<file path="config.mk">
export PLATFORM = sky130hd
export DESIGN_NAME = display_arbiter
export DESIGN_NICKNAME = d
export VERILOG_FILES = /design/src/rtl/display_pkg.sv /design/src/rtl/display_arbiter_rr_pick.sv /design/src/rtl/display_arbiter.sv
export SDC_FILE = /design/constraint.sdc
export NUM_CORES = 1
export LEC_CHECK = 0
export BUFFER_PORTS_ARGS = -buffer_cell sky130_fd_sc_hd__buf_2
export CORE_ASPECT_RATIO = 1.2
export CORE_MARGIN = 5
export CORE_UTILIZATION = 51
export CTS_CLUSTER_DIAMETER = 200
export DETAILED_ROUTE_END_ITERATION = 10
export PLACE_DENSITY = 0.86
export SLEW_MARGIN = 25
export SYNTH_ARGS = -nofsm -noshare
export SYNTH_HDL_FRONTEND = slang
export SYNTH_HIERARCHICAL = 1
export SYNTH_SLANG_ARGS = --single-unit
</file>
<file path="constraint.sdc">
create_clock -name clk -period 6.1 [get_ports clk]
set_clock_uncertainty 0.2 [all_clocks]
set_input_delay 1.22 -clock clk [delete_from_list [all_inputs] [get_ports clk]]
set_output_delay 1.22 -clock clk [all_outputs]
set_load 0.03 [all_outputs]
</file>
<file path="src/rtl/display_pkg.sv">
// display_pkg: shared sizes and FSM state type for the display arbiter.
package display_pkg;
    localparam int NUM_REQ     = 4;
    localparam int DIGIT_COUNT = 6;
    localparam int DATA_W      = 4 * DIGIT_COUNT;
    localparam int LED_W       = 5;
    localparam int CNT_W       = 26;
    typedef enum logic {IDLE, HOLD} arb_state_t;
endpackage

</file>
<file path="src/rtl/display_arbiter_rr_pick.sv">
// rr_pick: round-robin winner search starting one past the last winner.
module rr_pick (
    input  logic [3:0] req,
    input  logic [1:0] last,
    output logic       valid,
    output logic [1:0] idx
);
    always_comb begin
        valid = |req;
        idx = '0;
        // scan farthest-first so the nearest requester after last wins
        for (int k = 3; k >= 0; k--)
            if (req[last + 2'(k + 1)]) idx = last + 2'(k + 1);
    end
endmodule

</file>
<file path="src/rtl/display_arbiter.sv">
// display_arbiter: grants one requester at a time to the hex/LED display and
// holds its contents for HOLD_CYCLES before accepting the next request.
module display_arbiter #(
    parameter int HOLD_CYCLES = 50000000,
    parameter int NUM_REQ     = 4
) (
    input  logic                  clk,
    input  logic                  rst,
    input  logic [NUM_REQ-1:0]    req,
    input  logic [NUM_REQ*24-1:0] req_data,
    input  logic [NUM_REQ*5-1:0]  req_leds,
    output logic [NUM_REQ-1:0]    grant,
    output logic [23:0]           disp_value,
    output logic [4:0]            disp_leds,
    output logic [1:0]            disp_src,
    output logic                  busy
);
    import display_pkg::*;

    arb_state_t       state;
    logic [CNT_W-1:0] cnt;
    logic [1:0]       last_src;
    logic             valid;
    logic [1:0]       idx;

    rr_pick u_pick (
        .req  (req),
        .last (last_src),
        .valid(valid),
        .idx  (idx)
    );

    always_ff @(posedge clk) begin
        if (rst) begin
            state      <= IDLE;
            cnt        <= '0;
            grant      <= '0;
            busy       <= 1'b0;
            disp_value <= '0;
            disp_leds  <= '0;
            disp_src   <= '0;
            last_src   <= 2'd3;
        end else begin
            grant <= '0;
            if (state == IDLE) begin
                if (valid) begin
                    state      <= HOLD;
                    cnt        <= CNT_W'(HOLD_CYCLES - 1);
                    busy       <= 1'b1;
                    grant      <= NUM_REQ'(1) << idx;
                    disp_value <= req_data[idx*DATA_W +: DATA_W];
                    disp_leds  <= req_leds[idx*LED_W +: LED_W];
                    disp_src   <= idx;
                    last_src   <= idx;
                end
            end else if (cnt == '0) begin
                state <= IDLE;
                busy  <= 1'b0;
            end else begin
                cnt <= cnt - 1'b1;
            end
        end
    end
endmodule

</file>
==> summary.txt, run 1 <==
GR Overflow Total: 0
Yosys warning count: 6
DR iter-0 viols: 121
Bufs and invs on worst path: 2
setup TNS: 0 ns
ys async rst share: 0%
core region area: 6770 sq um
RSZ-0062 raised after global routing: no
CP Depth: 8
Die Ht: 101 microns
hpwl dp: 7590 microns
Largest stage delay, worst path: 0.57 ns
total CTS buffers: 9
predominant post-synthesis flop cell: dfxtp_1
Post-route DRC: 0
Post-synth EDFFs: 0
Netlist Area Pre-Place: 3520 sq um
die footprint: 8670 sq um
vias in the first global route: 3676
maximum root-to-sink buffer count: 2
DR WL/cell: 16.9 microns
Leak: 1.90 nW
GPL Wtd Cong: 0.839
Starting Density: 52.0%
first-pass GRT wire length: 16600 microns
Antenna Nets Post-Route: 0
clock slew at reported path FFs: 0.07 ns
register area: 1300 sq um
Worst slew margin: 32.1%
Synth area leaders: dfxtp_1 37%, mux4_2 19%, nand2_1 7.8%
post-CTS setup buffers: 0
final cell utilization of the core: 66.7%
crit-path leading delay family: buffers and inverters
worst skew pair latency: 0.35 ns
initial antenna violation count: 0
Unique masters post-synth: 54
Filler Cell Count: 538
I/O Pins: 158
# resized after CTS: 0
Synth-to-Final Area Change: 28.3%
kind of critical path: primary input to flip-flop
WL final: 10300 microns
maximum VDD drop: 0.000170 V
Seq/Total Area, Yosys: 37.0%
final hold violation count: 0
CP Max Fanout: 28
# port buffers: 157
most frequent cells after synthesis: 73 x nand2_1, 65 x dfxtp_1, 45 x a21oi_1
Post-Syn Nets: 496
Sink Count: 65
top-count cell post-synth: nand2_1
Mapped Avg Cell Area: 9.43 sq um
Register-to-Register Path Depth: 7
pin count of the biggest net entering global routing: 62
drt pass-1 iters: 4
Die X: 85.8 microns
Yosys top cell area share: 37.0%
flops & latches, synth: 65
H-tree levels: 3
WHS Path Cells: 2
GR Util All Layers: 24.1%
outcome: finished clean
antenna cells: 0
FP Rows: 33
CTS tree: done
Max Slew Vio Count: 0
fmax: 312 MHz
Slowest-stage cell, CP: mux4_2
Clock Tree Root: clkbuf_8
worst hold start: disp_leds[3]
CP required: 6.11 ns
post-synthesis cell count: 373
Tcrit/Tclk final: 52.5%
Setup crit start kind: primary input
area leader, netlist: dfxtp_1
area of the multi-input gates: 2100 sq um
Layout Nets: 638
crit end category: flip-flop
share of cells above drive strength 1: 44.1%
FF-to-FF Start: cnt[0]
vias: 3513
Cell Pwr Density: 245 nW/um^2
crit path time final: 3.20 ns
final setup violating endpoints: 0
crit path cell chain: buf_2 > and2b_1 > a21oi_2 > o221ai_4 > buf_4 > mux4_2 > nand2_1 > a21oi_1
worst setup path start: req[2]
WP data arrival: 3.21 ns
drt via density: 5.80
worst hold path class: flip-flop to flip-flop
max_cap viols: 0
slew at the pin closest to its max-slew limit: 1.02 ns
hold-fix buffers at CTS: 0
==> worst paths after layout <==
kind | endpoint | slack [ns]
setup / recovery | disp_value[4] | 2.90
hold / removal | disp_leds[3] | 0.26
setup reg to reg | cnt[1] | 3.13
hold reg to reg | disp_leds[3] | 0.26
==> kinds of logic after synthesis <==
group / after synthesis / share of synthesized area, %
simple gates: 153 / 23.3
compound gates: 88 / 16.4
flops: 65 / 37.0
buf+inv: 36 / 4.20
mux: 30 / 18.8
fa+ha+maj: 1 / 0.356
==> through the flow <==
stage          total power [mW]  setup WS, ns  hold slack (ns)  instance area, sq um  std cells
6_report                   1.11          2.90            0.255                  4510        606
5_1_grt                    1.16          2.74            0.271                  4510        606
4_1_cts                    1.11          2.87            0.253                  4500        605
3_3_place_gp              0.793          2.60            0.239                  4340        590
3_5_place_dp              0.805          2.54            0.245                  4340        590
2_1_floorplan             0.708          2.60            0.257                  3520        373
==> worst reg2reg max path, stage by stage, from the launching register on <==
cell and delay, ns:
dfxtp_1 0.34, inv_1 0.08, ha_1 0.21, nor3b_1 0.50, nand4_1 0.25, nor4_2 0.78
a21oi_1 0.21, o221a_2 0.29
==> cells in the final DEF, fill, tap and decap left out, drive strengths merged, types with 3 or more instances in the layout <==
cell	synthesis	final
a21oi	46	46
a31oi	12	12
buf	10	161
clkbuf	20	9
clkinv	0	5
dfxtp	65	65
inv	6	6
mux4	29	29
nand2	73	73
nand2b	4	4
nand3	6	6
nand4	3	3
nor2	12	12
nor3	6	6
nor4	8	8
o21ai	3	3
o311ai	3	3
o31a	4	4
o31ai	8	8
o41ai	3	3
or2	4	4
or3	12	12
or4	13	13
==> final cells by class <==
class                   count  area share (%)
multi-input cells         272            46.6
clock inverters             6           0.804
well taps                  87            2.41
flip-flops and latches     65            28.8
inverters                   6           0.499
repair buffers            161            18.2
clock buffers               9            2.74
==> routing by layer <==
metal	vias up	GRT usage, %	wire length [microns]
li1	1688	-	-
met1	1662	24.9	3600
met2	135	43.7	5570
met3	28	8.42	778
met4	0	10.1	320
met5	-	0	0
==> power by group <==
| group | internal [mW] | switching, mW |
|---|---|---|
| Sequential | 0.459 | 0.0272 |
| Clock | 0.143 | 0.168 |
| Combinational | 0.142 | 0.169 |
==> sequential cells by signal, summed over array words and instances, names as in the netlist <==
register,flops
disp_leds,5
grant,4
cnt,26
busy,1
last_src,2
disp_src,2
disp_value,24
state,1
(Power assumes the default switching activity.)
==> inputs of run 2 (changes only) <==
- CORE_UTILIZATION: 51 -> 47
- PLACE_DENSITY: 0.86 -> 0.8
- clock period: 6.1 -> 3.2 ns (I/O delays scaled with it)
==> run 2 against run 1 <==
Net effect: first-iteration DRC count increased by 28%; wire length decreased by 3.4%; critical path depth unchanged; combinational power increased by 92%; sequential power increased by 91%; cell count increased by 1.5%; via count increased by 0.48%; register-to-register slack got worse by 2.5 ns; total power increased by 110%; clock power increased to 2.7 times the previous value; critical endpoint is now cnt[2]; largest power group unchanged.
==> summary.txt, run 2 (synthesis results as in run 1) <==
Setup crit start kind: flip-flop
Clock Tree Root: clkbuf_8
Filler Cell Count: 611 (+14%)
WL final: 9920 microns (-3.4%)
Worst slew margin: 38.8% (+6.7 points)
CP required: 3.22 ns (-2.89 ns)
setup TNS: 0 ns (unchanged)
flop-to-flop setup slack: 0.61 ns (-2.52 ns)
GPL Wtd Cong: 0.822 (-1.9%)
final setup violating endpoints: 0 (unchanged)
# resized after CTS: 0 (unchanged)
Sink Count: 65 (unchanged)
final cell utilization of the core: 63.8% (-2.9 points)
initial antenna violation count: 0 (unchanged)
hpwl dp: 7650 microns (+0.67%)
crit end category: flip-flop
Tcrit/Tclk final: 80.9%
core region area: 7270 sq um (+7.4%)
Post-route DRC: 0 (unchanged)
GR Overflow Total: 0 (unchanged)
total CTS buffers: 9 (unchanged)
worst skew pair latency: 0.33 ns (-0.02 ns)
slew at the pin closest to its max-slew limit: 0.914 ns (-0.102 ns)
Total Power: 2.37 mW (+110%)
hold-fix buffers at CTS: 0 (unchanged)
drt pass-1 iters: 5 (+1)
Cell Pwr Density: 510 nW/um^2 (+110%)
maximum VDD drop: 0.000273 V (+61%)
hold_ws: 0.256 ns (+0.00126 ns)
antenna cells: 0 (unchanged)
pin count of the biggest net entering global routing: 41 (-34%)
first-pass GRT wire length: 16800 microns (+1.3%)
final hold violation count: 0 (unchanged)
crit path time final: 2.59 ns
vias: 3530 (+0.48%)
Slowest-stage cell, CP: nor3b_1
CP Max Fanout: 32 (+14%)
maximum root-to-sink buffer count: 2 (unchanged)
drt via density: 5.74 (-0.99%)
Die X: 89.0 microns (+3.7%)
commonest non-fill, non-tap cell in the layout: buf_2
Die Ht: 105 microns (+3.8%)
Largest stage delay, worst path: 0.42 ns (-0.15 ns)
crit path cell chain: inv_1 > ha_1 > nor3b_1 > nand3_1 > o31ai_4 > buf_4 > nor2_1 > a2111oi_0
clock slew at reported path FFs: 0.08 ns (about the same)
Max Slew Vio Count: 0 (unchanged)
GR Util All Layers: 22.5% (-1.6 points)
# port buffers: 157 (unchanged)
largest registers: cnt x26, disp_value x24, disp_leds x5
Top reg by flops: cnt
share of cells above drive strength 1: 44.8% (+0.64 points)
max_cap viols: 0 (unchanged)
max reg flops: 26 (unchanged)
RSZ-0062 raised after global routing: no
post-CTS setup buffers: 0 (unchanged)
vias in the first global route: 3687 (+0.30%)
outcome: finished clean
WP data arrival: 2.61 ns (-0.60 ns)
Leak: 1.95 nW (+3.0%)
DR iter-0 viols: 155 (+28%)
Layout Nets: 643 (+0.78%)
Antenna Nets Post-Route: 0 (unchanged)
I/O Pins: 158 (unchanged)
CTS tree: done
Synth-to-Final Area Change: 31.9%
worst hold path class: flip-flop to flip-flop
FP Rows: 34 (+3.0%)
die footprint: 9320 sq um (+7.6%)
Starting Density: 48.4% (-3.6 points)
H-tree levels: 3 (unchanged)
kind of critical path: flip-flop to flip-flop
most frequent cells in the layout: 157 x buf_2, 72 x nand2_1, 65 x dfxtp_1, 44 x a21oi_1, 29 x mux4_2
fmax: 386 MHz
DR WL/cell: 16.1 microns (-4.9%)
[run 2: power by group]
group	internal, mW	total [mW]	leakage [nW]	switching [mW]
combinational	0.278	0.597	1.30	0.319
sequential	0.875	0.930	0.537	0.0549
clock	0.517	0.842	0.115	0.325
[run 2: final timing paths]
check / startpoint / endpoint / cells after the start
min reg2reg: disp_value[16] / disp_value[16] / 2
max: cnt[1] / cnt[2] / 8
min: disp_value[16] / disp_value[16] / 2
max reg2reg: cnt[1] / cnt[2] / 8
[run 2: area by class of cell]
type                            count  area (sq um)  area share, %
Clock inverter                      7           119           2.56
Inverter                            6          22.5          0.485
Multi-Input combinational cell    272          2100           45.2
Timing Repair Buffer              166           866           18.7
Clock buffer                        9           124           2.67
Sequential cell                    65          1300           28.0
Tap cell                           90           113           2.43
[run 2: through the flow]
stage | cells | setup WS [ns] | area [sq um]
floorplan | 373 | 0.282 | 3520
global placement | 599 | 0.577 | 4400
detailed placement | 599 | 0.497 | 4400
CTS | 615 | 0.644 | 4640
global route | 615 | 0.312 | 4640
finish | 615 | 0.612 | 4640
[run 2: layer usage]
metal  wire length (microns)  GRT usage, %  share of wire [%]  vias to the layer above
met4                     233          9.47                2.3                        0
met1                    3600          24.2                 36                     1680
met5                       0             0                  0                        -
li1                        -             -                  -                     1705
met2                    5400          39.3                 54                      126
met3                     684          7.48                6.9                       19
[run 2: worst max-delay path, delay by kind of cell (launching register included)]
| family | cells | cell delay, ns |
|---|---|---|
| compound gates | 2 | 0.59 |
| fa+ha+maj | 1 | 0.21 |
| buf+inv | 2 | 0.39 |
| flops | 1 | 0.33 |
| simple gates | 3 | 0.73 |
==> inputs of run 3 (changes only) <==
- clock period: 3.2 -> 2.5 ns (I/O delays scaled with it)
==> run 3 against run 2 <==
Net effect: clock-buffer cell count unchanged; non-clock buffer count increased by 18; critical path depth down 3; core utilization rose by 2.6 points; via count up 2.1%; setup slack got worse by 0.54 ns; first-iteration DRC count rose by 17%; sequential power increased by 28%; register-to-register slack lost 0.54 ns; sequential share of layout area shrank 1.0 points; maximum frequency up 6.7%; highest routed layer unchanged.
==> summary.txt, run 3 (synthesis results as in run 1) <==
max reg flops: 26 (unchanged)
drt pass-1 iters: 4 (-1)
reg-to-reg endpoint: cnt[25]
total CTS buffers: 9 (unchanged)
Register-to-Register Path Depth: 5 (-3)
antenna cells: 0 (unchanged)
first-pass GRT wire length: 17300 microns (+3.1%)
Post-route DRC: 0 (unchanged)
Max Slew Vio Count: 0 (unchanged)
maximum VDD drop: 0.000615 V (+130%)
Filler Cell Count: 576 (-5.7%)
dpl ws: 0.00574 ns (-0.492 ns)
worst hold path class: flip-flop to flip-flop
CP Max Fanout: 6 (-81%)
worst skew pair latency: 0.34 ns (about the same)
crit end category: flip-flop
area of the multi-input gates: 2110 sq um (+0.84%)
fmax: 412 MHz (+6.7%)
PnR worst setup slack: 0.0747 ns (-0.537 ns)
vias: 3605 (+2.1%)
Worst slew margin: 49.8% (+11 points)
commonest non-fill, non-tap cell in the layout: buf_2
max_cap viols: 0 (unchanged)
vias in the first global route: 3751 (+1.7%)
dpl cells: 617 (+3.0%)
WP data arrival: 2.49 ns (-0.12 ns)
Cell Pwr Density: 645 nW/um^2 (+26%)
Clock Tree Root: clkbuf_8
pin count of the biggest net entering global routing: 34 (-17%)
Die Ht: 105 microns (unchanged)
Top reg by flops: cnt
Synth-to-Final Area Change: 37.2%
crit path time final: 2.43 ns (-0.163 ns)
CP required: 2.56 ns (-0.66 ns)
kind of critical path: flip-flop to flip-flop
DR WL/cell: 16.2 microns (+0.50%)
Antenna Nets Post-Route: 0 (unchanged)
most frequent cells in the layout: 157 x buf_2, 72 x nand2_1, 63 x dfxtp_1, 44 x a21oi_1, 29 x mux4_2
die footprint: 9320 sq um (unchanged)
WL final: 10300 microns (+3.4%)
I/O Pins: 158 (unchanged)
WHS Path Cells: 2 (unchanged)
hpwl dp: 7810 microns (+2.2%)
Tcrit/Tclk final: 97.0% (+16 points)
core region area: 7270 sq um (unchanged)
Leak: 2.06 nW (+5.5%)
initial antenna violation count: 0 (unchanged)
outcome: finished clean
Layout Nets: 661 (+2.8%)
drt via density: 5.70 (-0.78%)
Critical Path Sink: cnt[25]
GR Overflow Total: 0 (unchanged)
FP Rows: 34 (unchanged)
hold_ws: 0.258 ns (+0.00164 ns)
largest registers: cnt x26, disp_value x24, disp_leds x5
final hold violation count: 0 (unchanged)
register area: 1300 sq um (+0.19%)
Setup crit start kind: flip-flop
Starting Density: 48.4% (unchanged)
Die X: 89.0 microns (unchanged)
flop-to-flop setup slack: 0.07 ns (-0.54 ns)
worst setup path start: cnt[19]
DR iter-0 viols: 182 (+17%)
CTS tree: done
FF-to-FF Start: cnt[19]
Total Power: 3.12 mW (+32%)
final std cells w/o fill: 633 (+2.9%)
hold-fix buffers at CTS: 0 (unchanged)
share of cells above drive strength 1: 47.3% (+2.6 points)
clock slew at reported path FFs: 0.08 ns (about the same)
GR Util All Layers: 23.1% (+0.65 points)
GPL Wtd Cong: 0.803 (-2.4%)
slew at the pin closest to its max-slew limit: 0.750 ns (-0.164 ns)
H-tree levels: 3 (unchanged)
Sink Count: 65 (unchanged)
maximum root-to-sink buffer count: 2 (unchanged)
# port buffers: 157 (unchanged)
final setup violating endpoints: 0 (unchanged)
[run 3: cell type report]
type | count | share of cell area, %
Inverter | 6 | 0.466
Timing Repair Buffer | 184 | 21.2
Clock inverter | 7 | 2.59
Sequential cell | 65 | 27.0
Clock buffer | 9 | 2.57
Tap cell | 90 | 2.33
Multi-Input combinational cell | 272 | 43.8
[run 3: worst max-delay path, stage by stage, from the launching register on]
cell and delay (ns):
dfxtp_1 0.36, or4_4 0.57, nor3_4 0.16, or4b_1 0.47
or4_1 0.41, a31oi_1 0.18
[run 3: power breakdown]
group	switching (mW)	internal, mW
registers	0.0657	1.12
logic	0.425	0.386
clock network	0.443	0.675
total	0.934	2.18
[run 3: metal layers]
metal	vias to the layer above	wire length [microns]	track usage (%)
li1	1736	-	-
met2	131	5620	41.0
met4	0	177	7.13
met5	-	0	0
met1	1722	3790	26.0
met3	16	678	7.17
[run 3: per-stage QoR]
| stage | utilization [%] | area [sq um] | TNS [ns] |
|---|---|---|---|
| floorplan | - | 3520 | -0.371 |
| global placement | 62.7 | 4560 | 0 |
| detailed placement | 62.7 | 4560 | 0 |
| CTS | 66.2 | 4810 | 0 |
| global route | 66.4 | 4830 | -0.00782 |
| finish | 66.4 | 4830 | 0 |
[run 3: what timing repair did]
item	4_1_cts	5_1_grt
setup endpoints to repair	1	5
setup buffers	0	0
pin swaps	0	1
gates resized for setup	1	5
[run 3: how the worst min path moves through the flow]
stage | slack (ns) | from | to
after floorplan | 0.26 | cnt[0] | cnt[0]
after global placement | 0.24 | disp_value[16] | disp_value[16]
after detailed placement | 0.25 | disp_leds[2] | disp_leds[2]
after CTS | 0.26 | disp_leds[2] | disp_leds[2]
after global routing | 0.27 | disp_value[5] | disp_value[5]
final | 0.26 | disp_leds[2] | disp_leds[2]
